$ cat src/rtl/dmem_bus_bridge.sv
// dmem_bus_bridge: turns load/store controller strobes into one req/ack bus transfer and stalls the pipeline until it completes.
// Optional bus watchdog: define DMEM_BUS_TIMEOUT_EN to abort transfers after TIMEOUT_CYCLES wait cycles.
module dmem_bus_bridge #(
    parameter int ADDR_WIDTH     = 32,
    parameter int TIMEOUT_CYCLES = 15
) (
    input  logic                  clk,
    input  logic                  rst,
    input  logic                  read,
    input  logic                  write,
    input  logic                  exception,
    input  logic [3:0]            maskByte,
    input  logic [ADDR_WIDTH-1:0] address,
    input  logic [31:0]           writeData,
    output logic [31:0]           dataMemOut,
    output logic                  stall,
    output logic                  done,
    output logic                  fault,
    output logic                  bus_req,
    output logic                  bus_we,
    output logic [ADDR_WIDTH-1:0] bus_addr,
    output logic [3:0]            bus_be,
    output logic [31:0]           bus_wdata,
    input  logic [31:0]           bus_rdata,
    input  logic                  bus_ack,
    input  logic                  bus_err,
    output logic [1:0]            dbg_state
);

    // Bus handshake: bus_req rises the cycle after accept and stays high, with
    // bus_we/addr/be/wdata held stable, until a cycle in which bus_ack or
    // bus_err is sampled high (bus_err wins); it then drops for at least one cycle.
    typedef enum logic [1:0] {
        IDLE = 2'd0,
        REQ  = 2'd1,
        DONE = 2'd2
    } state_t;

    localparam logic [ADDR_WIDTH-1:0] WORD_MASK = ~ADDR_WIDTH'(3);

    state_t state;
    state_t state_nx;
    logic   accept;
    logic   capture;
    logic   fault_nx;
    logic   req_timeout;

    assign dbg_state = state;

`ifdef DMEM_BUS_TIMEOUT_EN
    localparam int CW = $clog2(TIMEOUT_CYCLES + 1);
    logic [CW-1:0] wait_cnt;

    // Counts REQ cycles that ended without a response; zero whenever outside REQ.
    always_ff @(posedge clk or posedge rst) begin
        if (rst) begin
            wait_cnt <= '0;
        end else if (state != REQ) begin
            wait_cnt <= '0;
        end else if (!bus_ack && !bus_err) begin
            wait_cnt <= wait_cnt + 1'b1;
        end
    end

    assign req_timeout = (state == REQ) && !bus_ack && !bus_err &&
                         (wait_cnt == CW'(TIMEOUT_CYCLES - 1));
`else
    assign req_timeout = 1'b0;
`endif

    always_ff @(posedge clk or posedge rst) begin
        if (rst) begin
            state <= IDLE;
        end else begin
            state <= state_nx;
        end
    end

    always_comb begin
        state_nx = state;
        stall    = 1'b0;
        accept   = 1'b0;
        capture  = 1'b0;
        fault_nx = 1'b0;
        case (state)
            IDLE: begin
                if ((read || write) && !exception) begin
                    stall = 1'b1;
                    if (read && write) begin
                        state_nx = DONE;
                        fault_nx = 1'b1;
                    end else begin
                        accept   = 1'b1;
                        state_nx = REQ;
                    end
                end
            end
            REQ: begin
                stall = 1'b1;
                if (bus_err) begin
                    state_nx = DONE;
                    fault_nx = 1'b1;
                end else if (bus_ack) begin
                    state_nx = DONE;
                    capture  = !bus_we;
                end else if (req_timeout) begin
                    state_nx = DONE;
                    fault_nx = 1'b1;
                end
            end
            DONE: begin
                // Strobes still belong to the completing instruction here.
                state_nx = IDLE;
            end
            default: begin
                state_nx = IDLE;
            end
        endcase
    end

    always_ff @(posedge clk or posedge rst) begin
        if (rst) begin
            bus_req    <= 1'b0;
            bus_we     <= 1'b0;
            bus_addr   <= '0;
            bus_be     <= '0;
            bus_wdata  <= '0;
            dataMemOut <= '0;
            done       <= 1'b0;
            fault      <= 1'b0;
        end else begin
            bus_req <= (state_nx == REQ);
            // DONE always returns to IDLE, so entering it is a single-cycle pulse.
            done    <= (state_nx == DONE);
            fault   <= fault_nx;
            if (accept) begin
                bus_addr  <= address & WORD_MASK;
                bus_be    <= maskByte;
                bus_wdata <= writeData;
                bus_we    <= write;
            end
            if (capture) begin
                dataMemOut <= bus_rdata;
            end
        end
    end

endmodule

$ cat config.mk
export PLATFORM = sky130hd
export DESIGN_NAME = dmem_bus_bridge
export DESIGN_NICKNAME = d
export VERILOG_FILES = /design/src/rtl/dmem_bus_bridge.sv
export SDC_FILE = /design/constraint.sdc
export NUM_CORES = 1
export LEC_CHECK = 0
export ABC_AREA = 1
export CAP_MARGIN = 25
export CORE_AREA = 2 2 114 116
export CTS_BUF_LIST = sky130_fd_sc_hd__clkbuf_2 sky130_fd_sc_hd__clkbuf_4 sky130_fd_sc_hd__clkbuf_8
export DETAILED_ROUTE_END_ITERATION = 6
export DIE_AREA = 0 0 116 118
export PLACE_DENSITY = 0.73
export SLEW_MARGIN = 25
export SYNTH_ARGS = -nofsm -noshare
export SYNTH_HDL_FRONTEND = slang
export SYNTH_SLANG_ARGS = --single-unit
$ cat constraint.sdc
create_clock -name clk -period 7.75 [get_ports clk]
set_input_delay 2.325 -clock clk [delete_from_list [all_inputs] [get_ports clk]]
set_output_delay 2.325 -clock clk [all_outputs]
set_load 0.01 [all_outputs]
* Word level (Yosys, flattened, before mapping)
Cells that the tools add are included.
** Operators by class
- Reduce and logical (&&, ||, !) cells :: 6
- Equal/unequal tests :: 3
- Muxes and demuxes :: 17
** Operator list (number)
- $mux 1 :: 10
- $mux 2 :: 4
- $eq 2x1->1 const B :: 2
- $pmux 1 s2 :: 2
- $pmux 2 s2 :: 1
- $eq 2x2->1 const B :: 1
- $logic_and 1x1->1 :: 2
- $logic_not 1->1 :: 2
- $logic_not 2->1 :: 1
- $logic_or 1x1->1 :: 1
** Word-level totals
- Input port bits :: 107
- Flip-flop bits (word level) :: 104
- Output and inout port bits :: 107
- Logic and storage cells :: 35

* Longest topological paths before layout
- Depth after elaboration :: 5
- Depth in mapped cells :: 7
- Mapped depth without buffers :: 6

* Worst setup path after synthesis
Ideal clock, no wire load.
- Path kind :: input-to-output
- From :: in write
- To :: out stall
- Data required time :: 5.425 ns
- Path slack :: 2.607 ns
- Arrival :: 2.818 ns
- Stages :: 5
- Path buffers :: 1
- Cells stage by stage :: nor2_1 > nor2_2 > buf_4 > nand2_1 > nand2_1
** Between the ends
- Longest elaborated chain between the ends :: 4
** RTL lines
- start, declared :: RTL line 10 : input logic write,
- $logic_or 1x1->1 :: RTL line 87 : if ((read || write) && !exception) begin
- $logic_and 1x1->1 :: RTL line 87
- $mux 1 :: RTL line 87
- $pmux 1 s2 :: RTL line 85 : case (state)
- end, declared :: RTL line 16 : output logic stall,
Every way passes these cells.

* Worst setup path in the final report
Same ends and word-level chain as after synthesis.

==> results.md <==
* Gr usage total at between 10% and 20%
* Post-synthesis instance total at approximately 470
* Worst slew pin tran at 0.773 ns
* Routed vias/inst at between 4 and 5
* Crit path buffers/inverters at 2
* GPL Wtd Cong at ~0.75
* Maximum vdd drop at between 0.1 and 0.15 mV
* Period utilisation layout at about four fifths
* Minimum clock period at slightly above 6 ns
* Avg Inst Size Synth at 9.12 µm²
* Dominant register cell in the synthesized netlist: dfrtp_1
* Pre-antenna DRT Iters at 4
* Yosys Warn Count at 0
* Row count at 41
* Port bufs at around 210
* Critical path data arrival time at approximately 3.8 ns
* Iter 0 DRT Violations at between 200 and 300
* Internal Power at between 1 and 1.5 mW
* Psw at between 600 and 700 µW
* RSZ-0062 raised after global routing: no
* CP top delay family: buffers and inverters
* CP max-delay cell: clkdlybuf4s50_1
* Layout area overhead at 55.1%
* Die Area at 0.0137 mm²
* CTS Buffer Depth at 2
* Distinct cells, synth at 17
* Synth top cells by count: 207 x nand2_1, 104 x dfrtp_1, 67 x nand4_1
* DP Wirelength at about 8500 µm
* CTS tree: yes
* Clock sink total at 104
* Total number of vias at roughly 4000
* Post-CTS Repair Setup Buffers at 0
* Total congestion overflow at 0
* Post-layout net count at between 700 and 800
* Asr flop ratio synth at 100%
* Max-Cap Viols at 0
* Post-synth EDFFs at 0
* Die W at 116 µm
* Crit path max fanout at 4
* Crit path launch type: primary input
* Post-cts resize count at 0
* Clock share of power at between 10% and 20%
* Combinational Power Share at a little over two fifths
* Utilization after layout at 53.3%
* Diodes inserted at 0
* Initial Utilization at between 30 and 40%
* CP Class: primary input to output port
* Routed Antenna Nets at 0
* Crit path cell chain: clkdlybuf4s50_1 > nor2_1 > nor2_4 > nand2_1 > nand2_1 > clkdlybuf4s50_1
* CTS root buffer: clkbuf_8
* Vias in the first global route at between 3000 and 4000
* H-tree Lvls at 3
* Die span in y at approximately 120 µm
* Total Power at a little under 2 mW
* CP required at ~5.4 ns
* Clock Skew at around 0.013 ns
* Outcome: finished clean
* Slew Viols, Final at 0
* Flip-flop and latch count after synthesis at approximately 100
* Clk_lat worst skew at around 0.37 ns
* Final Hold Vio Count at 0
* Drt total wl at 12600 µm
* Worst min-delay path category: register to register
* Residual DRC at 0
* Sequential power share at ~43%
* Sw frac at approximately a third
* Endpoint class of the critical path: output port
* CP peak stage delay at 0.55 ns
* Top post-synthesis cells by area: dfrtp_1 61%, nand2_1 18%, nand4_1 9.8%, nand3_1 3.8%, buf_2 2.0%
* Netlist Area Pre-Place at roughly 0.0043 mm²
* Initial antenna violation count at 0
* Part of the Yosys area used for sequential elements at about three fifths
* Worst slew margin at roughly half
* Most common cell in the synthesized netlist: nand2_1
* Clk slew on worst S/H paths at about 0.090 ns
* First-pass GRT wire length at ~20000 µm
* Leakage at ~3.1 nW
* Top Ports at ~210
* Drt wl/cell at 15.1 µm
* Cts hold-fix bufs at 0
* Share of cells above drive strength 1 at under 10%
* CTS Buf Count at 9
* Pwr Density at a little under 300 mW/mm²
* Setup TNS Final at 0 ns
* Largest net degree at the start of global routing at 70
* Area leader, netlist: dfrtp_1
* # setup viols final at 0
* Share of the synthesized area in the top cell type at 61.0%
* Max Clock Freq at 162 MHz
* Core area at between 0.01 and 0.015 mm²
-- final timing paths --
| path | from | slack (ns) | to | cells after the start |
|---|---|---|---|---|
| max in group asynchronous | rst | 4.22 | fault | 3 |
| max reg2reg | dbg_state[0] | 5.35 | bus_wdata[1] | 6 |
| min | bus_addr[13] | 0.48 | bus_addr[13] | 2 |
| min in group asynchronous | rst | 2.37 | bus_addr[15] | 2 |
| max | write | 1.59 | stall | 6 |
| min reg2reg | bus_addr[13] | 0.48 | bus_addr[13] | 2 |
-- registers in the layout, summed over array words and instances, names as in the netlist --
signal and flops:
bus_be 4, bus_addr 30, fault 1, dataMemOut 32, bus_we 1, done 1
bus_req 1, dbg_state 2, bus_wdata 32
-- power by group through the flow --
| stage | registers, mW | logic [mW] | clock network [mW] |
|---|---|---|---|
| after detailed placement | 0.848 | 0.831 | 0 |
| after CTS | 0.840 | 0.832 | 0.317 |
| after global placement | 0.839 | 0.815 | 0 |
| after floorplan | 0.937 | 0.220 | 0 |
| after global routing | 0.862 | 0.900 | 0.341 |
| final | 0.839 | 0.824 | 0.303 |
-- cells by family after synthesis --
family	share of synthesized area (%)
flops	61.0
compound gates	0.469
simple gates	33.1
other cells	0.0879
buf+inv	5.34
-- metrics by stage --
stage	setup WS, ns	cell area [µm²]	hold WS, ns	cells
after floorplan	2.61	4270	0.506	469
after global placement	1.59	6430	0.452	816
after detailed placement	1.58	6430	0.457	816
after CTS	1.58	6600	0.479	830
after global routing	1.46	6620	0.494	831
final	1.59	6620	0.476	831
-- routing by layer --
| metal | track usage [%] | vias to the layer above | routed length, µm |
|---|---|---|---|
| li1 | - | 1915 | - |
| met1 | 25.2 | 1893 | 5390 |
| met2 | 27.3 | 167 | 5730 |
| met3 | 5.41 | 19 | 1170 |
| met4 | 6.77 | 0 | 270 |
| met5 | 0 | - | 0 |
-- final cells by class --
class	count	area, µm²
inverter	7	28.8
clock inverter	3	20.0
sequential	104	2600
timing repair buffer	215	2150
multi-input combinational	319	1460
clock buffer	11	145
fill	1155	5800
tap	172	215
-- worst register-to-register path, stage by stage, from the launching register on --
cell	delay, ns
dfrtp_1	0.42
nor2_4	0.11
buf_4	0.61
nand4_4	0.63
buf_12	0.37
nand2_1	0.10
nand2_1	0.06
-- cell usage in the layout, fill, tap and decap left out, types with 2 or more instances in the layout --
cell	Yosys	routed
dfrtp_1	104	104
o21ai_0	4	4
nor2_4	2	3
buf_4	7	5
nand2_2	1	2
clkbuf_8	0	10
clkdlybuf4s50_1	0	209
nand2_1	207	206
nand3_1	32	32
nand4_1	67	67
conb_1	1	2
clkinvlp_4	0	2
inv_1	7	6
Power figures use the tool's default switching activity.
